<file path="config.mk">
export PLATFORM = sky130hd
export DESIGN_NAME = uart_rx_fifo_flat
export DESIGN_NICKNAME = d
export VERILOG_FILES = /design/src/rtl/uart_pkg.sv /design/src/rtl/uart_rx_fifo_if.sv /design/src/rtl/uart_fifo_ctrl.sv /design/src/rtl/uart_rx_fifo.sv /design/src/flat_wrapper.sv
export SDC_FILE = /design/constraint.sdc
export NUM_CORES = 1
export LEC_CHECK = 0
export BUFFER_PORTS_ARGS = -buffer_cell sky130_fd_sc_hd__buf_2
export CAP_MARGIN = 40
export CORE_MARGIN = 1
export CORE_UTILIZATION = 25
export CTS_CLUSTER_DIAMETER = 50
export DETAILED_ROUTE_END_ITERATION = 10
export HOLD_SLACK_MARGIN = 0.15
export RECOVER_POWER = 50
export SLEW_MARGIN = 20
export SYNTH_ARGS = -nofsm -noshare
export SYNTH_HDL_FRONTEND = slang
export SYNTH_SLANG_ARGS = --single-unit
</file>
<file path="constraint.sdc">
create_clock -name clk -period 2.6 [get_ports clk]
set_input_delay 0.39 -clock clk [delete_from_list [all_inputs] [get_ports clk]]
set_output_delay 0.39 -clock clk [all_outputs]
set_load 0.01 [all_outputs]
</file>
<file path="src/rtl/uart_pkg.sv">
// Shared UART definitions used by the receiver, the receive FIFO and the host
// bridge so they agree on character width and on the stored entry layout.
//   UART_DATA_W  : data bits per character
//   uart_char_t  : one stored character, {ferr, data}
//   UART_ENTRY_W : width of uart_char_t
package uart_pkg;

   localparam int UART_DATA_W = 8;

   typedef struct packed {
      logic                   ferr;   // stop bit sampled low
      logic [UART_DATA_W-1:0] data;
   } uart_char_t;

   localparam int UART_ENTRY_W = $bits(uart_char_t);

endpackage

</file>
<file path="src/rtl/uart_rx_fifo_if.sv">
// Write (receiver strobe) and read (FWFT valid/ready) channels of the receive
// FIFO.
//   master : the environment side; drives wr_* and rd_ready
//   slave  : the FIFO side; drives rd_valid, rd_data, rd_ferr
interface uart_rx_fifo_if
   import uart_pkg::*;
#(
   parameter int WIDTH = UART_DATA_W
);

   logic             wr_valid;
   logic [WIDTH-1:0] wr_data;
   logic             wr_ferr;
   logic             rd_valid;
   logic             rd_ready;
   logic [WIDTH-1:0] rd_data;
   logic             rd_ferr;

   modport master (
      output wr_valid, wr_data, wr_ferr, rd_ready,
      input  rd_valid, rd_data, rd_ferr
   );

   modport slave (
      input  wr_valid, wr_data, wr_ferr, rd_ready,
      output rd_valid, rd_data, rd_ferr
   );

endinterface

</file>
<file path="src/rtl/uart_fifo_ctrl.sv">
// Pointer/occupancy controller for a UART character FIFO; it holds no data,
// so the transmit FIFO can reuse it unchanged.
//   clk, rst        : clock, synchronous active-high reset
//   wr_valid        : write request
//   rd_ready        : consumer accepts head entry
//   push/pop/drop   : decoded events for this cycle
//   wr_ptr/rd_ptr   : storage addresses
//   count           : occupancy 0..DEPTH
//   full/empty/almost_full/rd_valid : flags decoded from count
module uart_fifo_ctrl
   import uart_pkg::*;
#(
   parameter int DEPTH    = 16,
   parameter int AF_LEVEL = 12,
   parameter int PW       = $clog2(DEPTH),
   parameter int CW       = $clog2(DEPTH+1)
) (
   input  logic          clk,
   input  logic          rst,
   input  logic          wr_valid,
   input  logic          rd_ready,
   output logic          push,
   output logic          pop,
   output logic          drop,
   output logic [PW-1:0] wr_ptr,
   output logic [PW-1:0] rd_ptr,
   output logic [CW-1:0] count,
   output logic          full,
   output logic          empty,
   output logic          almost_full,
   output logic          rd_valid
);

   assign full        = (count == CW'(DEPTH));
   assign empty       = (count == '0);
   assign almost_full = (count >= CW'(AF_LEVEL));
   assign rd_valid    = ~empty;

   // A pop frees a slot in the same cycle, so a full FIFO still accepts a
   // write when the head is being consumed.
   assign pop  = rd_valid & rd_ready;
   assign push = wr_valid & (~full | pop);
   assign drop = wr_valid & full & ~pop;

   always_ff @(posedge clk) begin
      if (rst) begin
         wr_ptr <= '0;
         rd_ptr <= '0;
         count  <= '0;
      end else begin
         if (push) wr_ptr <= wr_ptr + PW'(1);
         if (pop)  rd_ptr <= rd_ptr + PW'(1);
         case ({push, pop})
            2'b10:   count <= count + CW'(1);
            2'b01:   count <= count - CW'(1);
            default: count <= count;
         endcase
      end
   end

endmodule

</file>
<file path="src/rtl/uart_rx_fifo.sv">
// Receive character buffer behind the UART receiver. Stores {ferr, data} per
// character and presents the head first-word-fall-through. Characters arriving
// while full are dropped and recorded in a sticky flag and saturating counter.
//   clk, rst    : clock, synchronous active-high reset
//   bus         : write strobe channel and FWFT read channel (slave side)
//   count       : occupancy 0..DEPTH
//   full, empty, almost_full : occupancy flags
//   overrun     : sticky, a character was dropped
//   ovr_clr     : clears overrun and drop_cnt (a same-cycle drop wins)
//   drop_cnt    : dropped characters, saturating at 255
module uart_rx_fifo
   import uart_pkg::*;
#(
   parameter int DEPTH    = 16,
   parameter int WIDTH    = UART_DATA_W,
   parameter int AF_LEVEL = 12
) (
   input  logic                       clk,
   input  logic                       rst,
   uart_rx_fifo_if.slave              bus,
   output logic [$clog2(DEPTH+1)-1:0] count,
   output logic                       full,
   output logic                       empty,
   output logic                       almost_full,
   output logic                       overrun,
   input  logic                       ovr_clr,
   output logic [7:0]                 drop_cnt
);

   localparam int PW = $clog2(DEPTH);

   logic          push, pop, drop;
   logic [PW-1:0] wr_ptr, rd_ptr;

   // Storage is deliberately not reset; entries are only readable after a push.
   logic [DEPTH-1:0][WIDTH:0] mem;

   uart_fifo_ctrl #(
      .DEPTH    (DEPTH),
      .AF_LEVEL (AF_LEVEL)
   ) u_ctrl (
      .clk         (clk),
      .rst         (rst),
      .wr_valid    (bus.wr_valid),
      .rd_ready    (bus.rd_ready),
      .push        (push),
      .pop         (pop),
      .drop        (drop),
      .wr_ptr      (wr_ptr),
      .rd_ptr      (rd_ptr),
      .count       (count),
      .full        (full),
      .empty       (empty),
      .almost_full (almost_full),
      .rd_valid    (bus.rd_valid)
   );

   always_ff @(posedge clk) begin
      if (push && !rst) mem[wr_ptr] <= {bus.wr_ferr, bus.wr_data};
   end

   assign bus.rd_data = mem[rd_ptr][WIDTH-1:0];
   assign bus.rd_ferr = mem[rd_ptr][WIDTH];

   always_ff @(posedge clk) begin
      if (rst) begin
         overrun  <= 1'b0;
         drop_cnt <= '0;
      end else if (drop) begin
         overrun <= 1'b1;
         // A clear coinciding with a drop restarts the count at this drop.
         if (ovr_clr)              drop_cnt <= 8'd1;
         else if (drop_cnt != '1)  drop_cnt <= drop_cnt + 8'd1;
      end else if (ovr_clr) begin
         overrun  <= 1'b0;
         drop_cnt <= '0;
      end
   end

endmodule

</file>
<file path="src/flat_wrapper.sv">
// flat-port wrapper written by rule: the top's interface ports become plain ports
module uart_rx_fifo_flat import uart_pkg::*;
#(
   parameter int DEPTH    = 16,
   parameter int WIDTH    = UART_DATA_W,
   parameter int AF_LEVEL = 12
)
  (clk, rst, count, full, empty, almost_full, overrun, ovr_clr, drop_cnt, bus_wr_valid, bus_wr_data, bus_wr_ferr, bus_rd_ready, bus_rd_valid, bus_rd_data, bus_rd_ferr);
  uart_rx_fifo_if #(.WIDTH(WIDTH)) bus_i ();
  input  logic clk;
  input  logic rst;
  output logic [$clog2(DEPTH+1)-1:0] count;
  output logic full;
  output logic empty;
  output logic almost_full;
  output logic overrun;
  input  logic ovr_clr;
  output logic [7:0] drop_cnt;
  input wire logic [$bits(bus_i.wr_valid)-1:0] bus_wr_valid;
  input wire logic [$bits(bus_i.wr_data)-1:0] bus_wr_data;
  input wire logic [$bits(bus_i.wr_ferr)-1:0] bus_wr_ferr;
  input wire logic [$bits(bus_i.rd_ready)-1:0] bus_rd_ready;
  output wire logic [$bits(bus_i.rd_valid)-1:0] bus_rd_valid;
  output wire logic [$bits(bus_i.rd_data)-1:0] bus_rd_data;
  output wire logic [$bits(bus_i.rd_ferr)-1:0] bus_rd_ferr;
  assign bus_i.wr_valid = bus_wr_valid;
  assign bus_i.wr_data = bus_wr_data;
  assign bus_i.wr_ferr = bus_wr_ferr;
  assign bus_i.rd_ready = bus_rd_ready;
  assign bus_rd_valid = bus_i.rd_valid;
  assign bus_rd_data = bus_i.rd_data;
  assign bus_rd_ferr = bus_i.rd_ferr;
  uart_rx_fifo #(.DEPTH(DEPTH), .WIDTH(WIDTH), .AF_LEVEL(AF_LEVEL)) u_core (.clk(clk), .rst(rst), .bus(bus_i), .count(count), .full(full), .empty(empty), .almost_full(almost_full), .overrun(overrun), .ovr_clr(ovr_clr), .drop_cnt(drop_cnt));
endmodule
</file>
Yosys cells after proc, flatten, opt, wreduce, memory -nomap -nowiden
Index checks and enable logic that the tools add are counted.
Word-level totals
  logic and storage cells: 62
  bits of input ports: 14
  bits in registers: 166
  output and inout port bits: 27
Cells by class
  bitwise logic cells: 8
  reductions and logical operators: 8
  mux-type cells: 12
  equality and inequality tests: 4
  $add $sub $neg: 5
  order comparisons: 4
Operators by type and width (count)
  144-bit bitwise mux: 1
  9-bit binary-select mux with 4-bit select: 1
  9-bit demux with 4-bit select: 1
  8-bit two-way mux: 4
  9-bit two-way mux: 2
  4-bit by 5-bit < comparator with 1-bit output (second input constant): 2
  5-bit one-hot mux with 2 select lines: 1
  4-bit by 1-bit adder with 4-bit output (second input constant): 2
  8-bit by 1-bit adder with 8-bit output (second input constant): 1
  8-bit inequality test (second input constant): 1
  2-bit nonzero test: 3
  5-bit by 1-bit adder with 5-bit output (second input constant): 1
  5-bit equality test (second input constant): 1
  5-bit by 4-bit >= comparator with 1-bit output (second input constant): 1
  5-bit logical NOT: 1
  5-bit by 1-bit subtractor with 5-bit output (second input constant): 1
  1-bit bitwise AND: 4
  4-bit by 1-bit >= comparator with 1-bit output (second input constant): 1
  1-bit NOT: 3
  2-bit by 1-bit equality test with 1-bit output (second input constant): 1
  2-bit equality test (second input constant): 1
  1-bit logical AND: 2
  1-bit two-way mux: 2
  2-bit AND reduction: 1
  2 further kinds: 2

Depth between registers and ports, before layout
  depth after elaboration: 7
  gate-level depth with buffers: 10
  gate-level depth less buffers: 9

By module
From an unflattened synthesis, not the netlist that was laid out.
Second synthesis, totals
  cells, all modules: 379
  area, all modules: 6825.3 um^2
By module, submodules not included
  uart_rx_fifo: cells each 297, area an instance 6033.3 um^2, instances 1, seq. area each 4504.3 um^2
  uart_fifo_ctrl: cells each 82, area an instance 792.0 um^2, instances 1, seq. area each 260.2 um^2

Worst setup path after synthesis
Ideal clock, no wire load.
  path type: register to register
  start point: reg u_core.u_ctrl.count[0]
  end point: reg u_core.u_ctrl.count[4]
  path buffers: 1
  required time: 2.530 ns
  cell stages (with the launch flop): 11
  path slack: -0.354 ns
  setup time: 0.070 ns
  arrival: 2.884 ns
  clock period less this slack: 2.954 ns
  path through: dfxtp_1 > or4_1 > clkbuf_2 > o21ai_0 > inv_1 > ha_1 > ha_1 > a21oi_1 > a21oi_1 > or4_1 > a21oi_1
Between the ends
  cells in the longest elaborated chain, start to end: 7
  elaborated cells on any way between the ends: 13
  those cells by class: add/sub: 2; eq/ne: 3; mux: 1; bitwise: 5; reduce/logical: 2
RTL lines
  start, declared: RTL line uart_fifo_ctrl.sv:27  | output logic [CW-1:0] count,
  start signal, assigned: RTL line uart_fifo_ctrl.sv:54  | 2'b10: count <= count + CW'(1);
  start signal, assigned: RTL line uart_fifo_ctrl.sv:55  | 2'b01: count <= count - CW'(1);
  start signal, assigned: RTL line uart_fifo_ctrl.sv:56  | default: count <= count;
  5-bit logical NOT (*): RTL line uart_fifo_ctrl.sv:35  | assign empty = (count == '0);
  1-bit NOT (*): RTL line uart_fifo_ctrl.sv:37  | assign rd_valid = ~empty;
  1-bit bitwise AND (*): RTL line uart_fifo_ctrl.sv:41  | assign pop = rd_valid & rd_ready;
  via u_core.pop: RTL line uart_rx_fifo.sv:32  | logic push, pop, drop;
  1-bit bitwise OR: RTL line uart_fifo_ctrl.sv:42  | assign push = wr_valid & (~full | pop);
  1-bit bitwise AND: RTL line uart_fifo_ctrl.sv:42
  2-bit by 1-bit equality test with 1-bit output / 2-bit equality test (equally long branches): RTL line uart_fifo_ctrl.sv:53  | case ({push, pop})
  5-bit one-hot mux with 2 select lines / 2-bit nonzero test (equally long branches)
The timed path passes the listed nets; every way through them passes the cells marked *.
A chain may end at the register's enable or synchronous reset.

Final worst setup path
  start point: reg u_core.u_ctrl.rd_ptr[0]
  end point: out bus_rd_ferr
Between the ends
  cells in the longest elaborated chain, start to end: 2
RTL lines
  start, declared: RTL line uart_fifo_ctrl.sv:26  | output logic [PW-1:0] rd_ptr,
  start signal, assigned: RTL line uart_fifo_ctrl.sv:52  | if (pop) rd_ptr <= rd_ptr + PW'(1);
  9-bit binary-select mux with 4-bit select: RTL line uart_rx_fifo.sv:63  | assign bus.rd_ferr = mem[rd_ptr][WIDTH];
  9-bit two-way mux
  end, declared: RTL line flat_wrapper.sv:25  | output wire logic [$bits(bus_i.rd_ferr)-1:0] bus_rd_ferr;
Every way passes these cells. The select of a mux whose other input is x is not followed.

==> flow_results.xml <==
<?xml version="1.0" encoding="UTF-8"?>
<metrics>
  <group name="route">
    <metric name="drt-total-wl" unit="um">14360</metric>
    <metric name="dr_drc_count" unit="">4</metric>
    <metric name="route.antenna.remaining_nets" unit="">0</metric>
    <metric name="detail_route.first_pass.iterations" unit="">7</metric>
    <metric name="routedWlPerCell" unit="um">17.69</metric>
    <metric name="vias_per_cell" unit="">4.651</metric>
    <metric name="drtIter0Drc" unit="">342</metric>
    <metric name="vias" unit="">3777</metric>
  </group>
  <group name="global_routing">
    <metric name="gr-usage-all-layers" unit="">0.1085</metric>
    <metric name="wire_length_of_the_first_global_routing_pass" unit="um">22500</metric>
    <metric name="grt_start_max_net_pins" unit="">37</metric>
    <metric name="globalRoute.totalOverflow" unit="">0</metric>
    <metric name="grt_pass1_vias" unit="">3849</metric>
    <metric name="antenna_found_initial" unit="">0</metric>
  </group>
  <group name="placement">
    <metric name="dp_worst_setup_slack" unit="ns">-0.07630</metric>
    <metric name="detailed_place.area" unit="um2">7592</metric>
    <metric name="placed_cells" unit="">776</metric>
    <metric name="detail_placement_hpwl" unit="um">9530</metric>
    <metric name="place.gp.congestion" unit="">0.7559</metric>
    <metric name="io_buffer_count" unit="">40</metric>
  </group>
  <group name="power">
    <metric name="p_leak" unit="uW">0.002668</metric>
    <metric name="vdd.ir_drop.worst" unit="V">0.0004950</metric>
    <metric name="p_per_area" unit="nW/um2">827.0</metric>
  </group>
  <group name="logic_synthesis">
    <metric name="yosys.area.top_type" unit="">sky130_fd_sc_hd__edfxtp_1</metric>
    <metric name="synth_area" unit="um2">6698</metric>
    <metric name="netlist_instances" unit="">387</metric>
    <metric name="synth_sequential_area_ratio" unit="">0.7114</metric>
    <metric name="synth-main-ff-cell" unit="">sky130_fd_sc_hd__edfxtp_1</metric>
    <metric name="top_cell_types_by_occurrence_after_synthesis" unit="">sky130_fd_sc_hd__edfxtp_1 (144), sky130_fd_sc_hd__mux4_2 (36), sky130_fd_sc_hd__nor2_1 (30)</metric>
    <metric name="synthesis.nets" unit="">412</metric>
    <metric name="yosysWarningCount" unit="">0</metric>
    <metric name="share_of_the_synthesized_area_in_the_top_cell_type" unit="">0.6456</metric>
    <metric name="synth_enable_flop_cells" unit="">144</metric>
    <metric name="synthDistinctLibCells" unit="">42</metric>
    <metric name="ys_async_sr_fraction" unit="">0</metric>
    <metric name="post-synth-top-count-cell" unit="">sky130_fd_sc_hd__edfxtp_1</metric>
    <metric name="ys_ff_latch" unit="">166</metric>
    <metric name="avgSynthCellArea" unit="um2">17.31</metric>
    <metric name="post_synth_main_area_contributors" unit="">sky130_fd_sc_hd__edfxtp_1 (65%), sky130_fd_sc_hd__mux4_2 (12%), sky130_fd_sc_hd__dfxtp_1 (6.6%)</metric>
  </group>
  <group name="timing">
    <metric name="final.setup.worst_slack" unit="ns">0.07667</metric>
    <metric name="achievable-frequency" unit="GHz">0.3963</metric>
    <metric name="final_period_utilization" unit="">0.9705</metric>
    <metric name="report.final.slew_viol_count" unit="">0</metric>
    <metric name="fin_crit" unit="ns">2.523</metric>
    <metric name="worst-slew-pin-transition" unit="ns">0.8455</metric>
    <metric name="rsz0062_at_grt" unit="">yes</metric>
    <metric name="whs" unit="ns">0.3046</metric>
    <metric name="timing.max_slew.rel_slack" unit="">0.4320</metric>
    <metric name="timing.final.setup_violations" unit="">0</metric>
    <metric name="hold_viol_final" unit="">0</metric>
    <metric name="finClkSkew" unit="ns">0.007582</metric>
  </group>
  <group name="clock_tree">
    <metric name="cts_tree" unit="">built</metric>
    <metric name="clkSinkCount" unit="">166</metric>
    <metric name="clk_transition_reported_paths" unit="ns">0.06</metric>
    <metric name="cts-htree-levels" unit="">4</metric>
    <metric name="clockBufferDepth" unit="">2</metric>
    <metric name="total_clock_buffers_created_by_cts" unit="">17</metric>
    <metric name="clock_root_cell" unit="">sky130_fd_sc_hd__clkbuf_16</metric>
    <metric name="insertion_delay" unit="ns">0.42</metric>
    <metric name="cts.hold.buffers_added" unit="">0</metric>
  </group>
  <group name="critical_path">
    <metric name="cp-end-kind" unit="">output pin</metric>
    <metric name="cp_data_arrival_time" unit="ns">2.13</metric>
    <metric name="slowest_delay" unit="ns">0.53</metric>
    <metric name="critical_setup_path_class" unit="">reg2out</metric>
    <metric name="crit_buf_inv" unit="">2</metric>
    <metric name="crit_family" unit="">multiplexers</metric>
    <metric name="worst_r2r_path_depth" unit="">9</metric>
    <metric name="critical_path_required" unit="ns">2.21</metric>
    <metric name="critical_path.slowest_cell" unit="">sky130_fd_sc_hd__mux4_2</metric>
    <metric name="crit_path_start_kind" unit="">flop</metric>
    <metric name="regToRegEndpoint" unit="">u_core.u_ctrl.count[4]</metric>
    <metric name="rrSetupSlack" unit="ns">0.09</metric>
    <metric name="cp_num_cells" unit="">5</metric>
    <metric name="critical_path.reg2reg.startpoint" unit="">u_core.u_ctrl.count[0]</metric>
    <metric name="crit_fanout" unit="">11</metric>
    <metric name="crit_chain" unit="">buf_12, mux4_2, a22oi_2, nand2_1, buf_2</metric>
  </group>
  <group name="layout">
    <metric name="layoutNonFillerInstCount" unit="">812</metric>
    <metric name="num_antenna_cells" unit="">0</metric>
    <metric name="stdcell_area" unit="um2">8213</metric>
    <metric name="layout-area-overhead-vs-synth" unit="%">22.62</metric>
    <metric name="layout-drive-gt1-share" unit="">0.3040</metric>
    <metric name="design.final.nets" unit="">489</metric>
  </group>
  <group name="floorplan">
    <metric name="design.core.area" unit="um2">26210</metric>
    <metric name="dieWidth" unit="um">165.7</metric>
    <metric name="initial_utilization" unit="">0.2556</metric>
    <metric name="io_pins" unit="">41</metric>
    <metric name="design.die.area" unit="um2">27450</metric>
    <metric name="cell_rows" unit="">59</metric>
    <metric name="dieHeight" unit="um">165.7</metric>
  </group>
  <group name="run">
    <metric name="max_cap_viol_count" unit="">0</metric>
  </group>
  <group name="worst_hold_path">
    <metric name="hold_depth" unit="">3</metric>
    <metric name="startpoint_of_the_tightest_hold_check_path" unit="">ovr_clr</metric>
    <metric name="tightest_hold_check_type" unit="">in2reg</metric>
    <metric name="min_delay_worst_endpoint" unit="">u_core.overrun</metric>
  </group>
  <group name="status">
    <metric name="failing_checks" unit="">DRC</metric>
    <metric name="run_status" unit="">finished with violations</metric>
  </group>
</metrics>
-- routing by layer --
metal  part of all wire  wire, um  GRT usage
met1               0.47      6739     0.1478
met2               0.47      6728     0.1676
met3              0.052       745    0.03035
met4              0.010       147    0.03373
met5                  0         0          0
-- area by class of cell --
class,instances,area [um2]
Clock inverter,13,108.9
Clock buffer,19,432.9
Tap cell,335,419.2
Fill cell,2528,17990
Multi-Input combinational cell,195,1948
Timing Repair Buffer,76,500.5
Inverter,8,30.03
Sequential cell,166,4773
-- cell families (layout without fill, tap and decap cells) --
kind of cell,after synthesis,after routing,synth area share
adders and majority gates,11,11,0.02167
and+or+nand+nor,86,86,0.06128
DFF,166,166,0.7114
buffers and inverters,26,116,0.01532
xor gates and xnor gates,7,7,0.009154
AOI/OAI and AO/OA,50,50,0.05268
muxes,41,41,0.1285
-- worst max-delay path by stage --
stage	start	to
after CTS	u_core.u_ctrl.rd_ptr[0]	bus_rd_data[0]
final	u_core.u_ctrl.rd_ptr[0]	bus_rd_ferr
after floorplan	u_core.u_ctrl.count[1]	u_core.u_ctrl.count[4]
after global placement	u_core.u_ctrl.count[1]	u_core.u_ctrl.count[4]
after detailed placement	u_core.u_ctrl.count[1]	u_core.u_ctrl.count[4]
after global routing	u_core.u_ctrl.count[0]	u_core.u_ctrl.count[4]
-- layout by cell type, fill, tap and decap left out, types with 4 or more instances in the layout --
master,instances
sky130_fd_sc_hd__buf_2,21
sky130_fd_sc_hd__nand3_1,4
sky130_fd_sc_hd__a21oi_1,8
sky130_fd_sc_hd__nor2_1,30
sky130_fd_sc_hd__mux4_2,36
sky130_fd_sc_hd__xor2_1,5
sky130_fd_sc_hd__and3_1,4
sky130_fd_sc_hd__clkbuf_1,22
sky130_fd_sc_hd__ha_1,7
sky130_fd_sc_hd__mux2i_1,5
sky130_fd_sc_hd__inv_1,7
sky130_fd_sc_hd__nor3_1,7
sky130_fd_sc_hd__dfxtp_1,19
sky130_fd_sc_hd__buf_4,31
sky130_fd_sc_hd__o211ai_1,4
sky130_fd_sc_hd__a22oi_2,6
sky130_fd_sc_hd__clkbuf_16,17
sky130_fd_sc_hd__a22oi_1,12
sky130_fd_sc_hd__edfxtp_1,144
sky130_fd_sc_hd__nand2_1,19
-- flip-flops by register name, indices dropped and copies added (netlist names) --
register	cells
u_core.drop_cnt	8
u_core.u_ctrl.wr_ptr	4
u_core.u_ctrl.rd_ptr	4
u_core.overrun	1
u_core.u_ctrl.count	5
u_core.mem	144
-- metrics by stage --
| stage | utilization | TNS [ns] | power [uW] |
|---|---|---|---|
| 6_report | 0.3134 | 0 | 6792 |
| 5_1_grt | 0.3134 | -0.01036 | 7083 |
| 4_1_cts | 0.3125 | 0 | 6817 |
| 3_5_place_dp | 0.2897 | -0.08054 | 4448 |
| 3_3_place_gp | 0.2863 | 0 | 4411 |
| 2_1_floorplan | - | -0.009505 | 3990 |
-- worst reg2reg max path, cell delays in order (launching register included) --
cell and delay, ns:
sky130_fd_sc_hd__dfxtp_2 0.32, sky130_fd_sc_hd__or4_4 0.59, sky130_fd_sc_hd__o21ai_4 0.17, sky130_fd_sc_hd__inv_2 0.06, sky130_fd_sc_hd__ha_4 0.19, sky130_fd_sc_hd__ha_4 0.29
sky130_fd_sc_hd__a21oi_2 0.06, sky130_fd_sc_hd__and3_4 0.18, sky130_fd_sc_hd__or4_4 0.48, sky130_fd_sc_hd__a21oi_2 0.12
-- report_power, final --
group / switching, uW / internal (uW) / leakage (uW)
registers: 53.2 / 2960 / 0.00148
clock network: 996 / 1310 / 0.000256
logic: 747 / 721 / 0.000935
total: 1800 / 5000 / 0.00267
-- repair_timing --
action / 4_1_cts / 5_1_grt
gates resized for setup: 8 / 6
pin swaps: 0 / 2
buffers inserted: 0 / 3
hold endpoints to repair: 0 / 0
gates cloned: 1 / 0
setup endpoints to repair: 10 / 10
No activity file was read; power rests on OpenSTA's default activity.
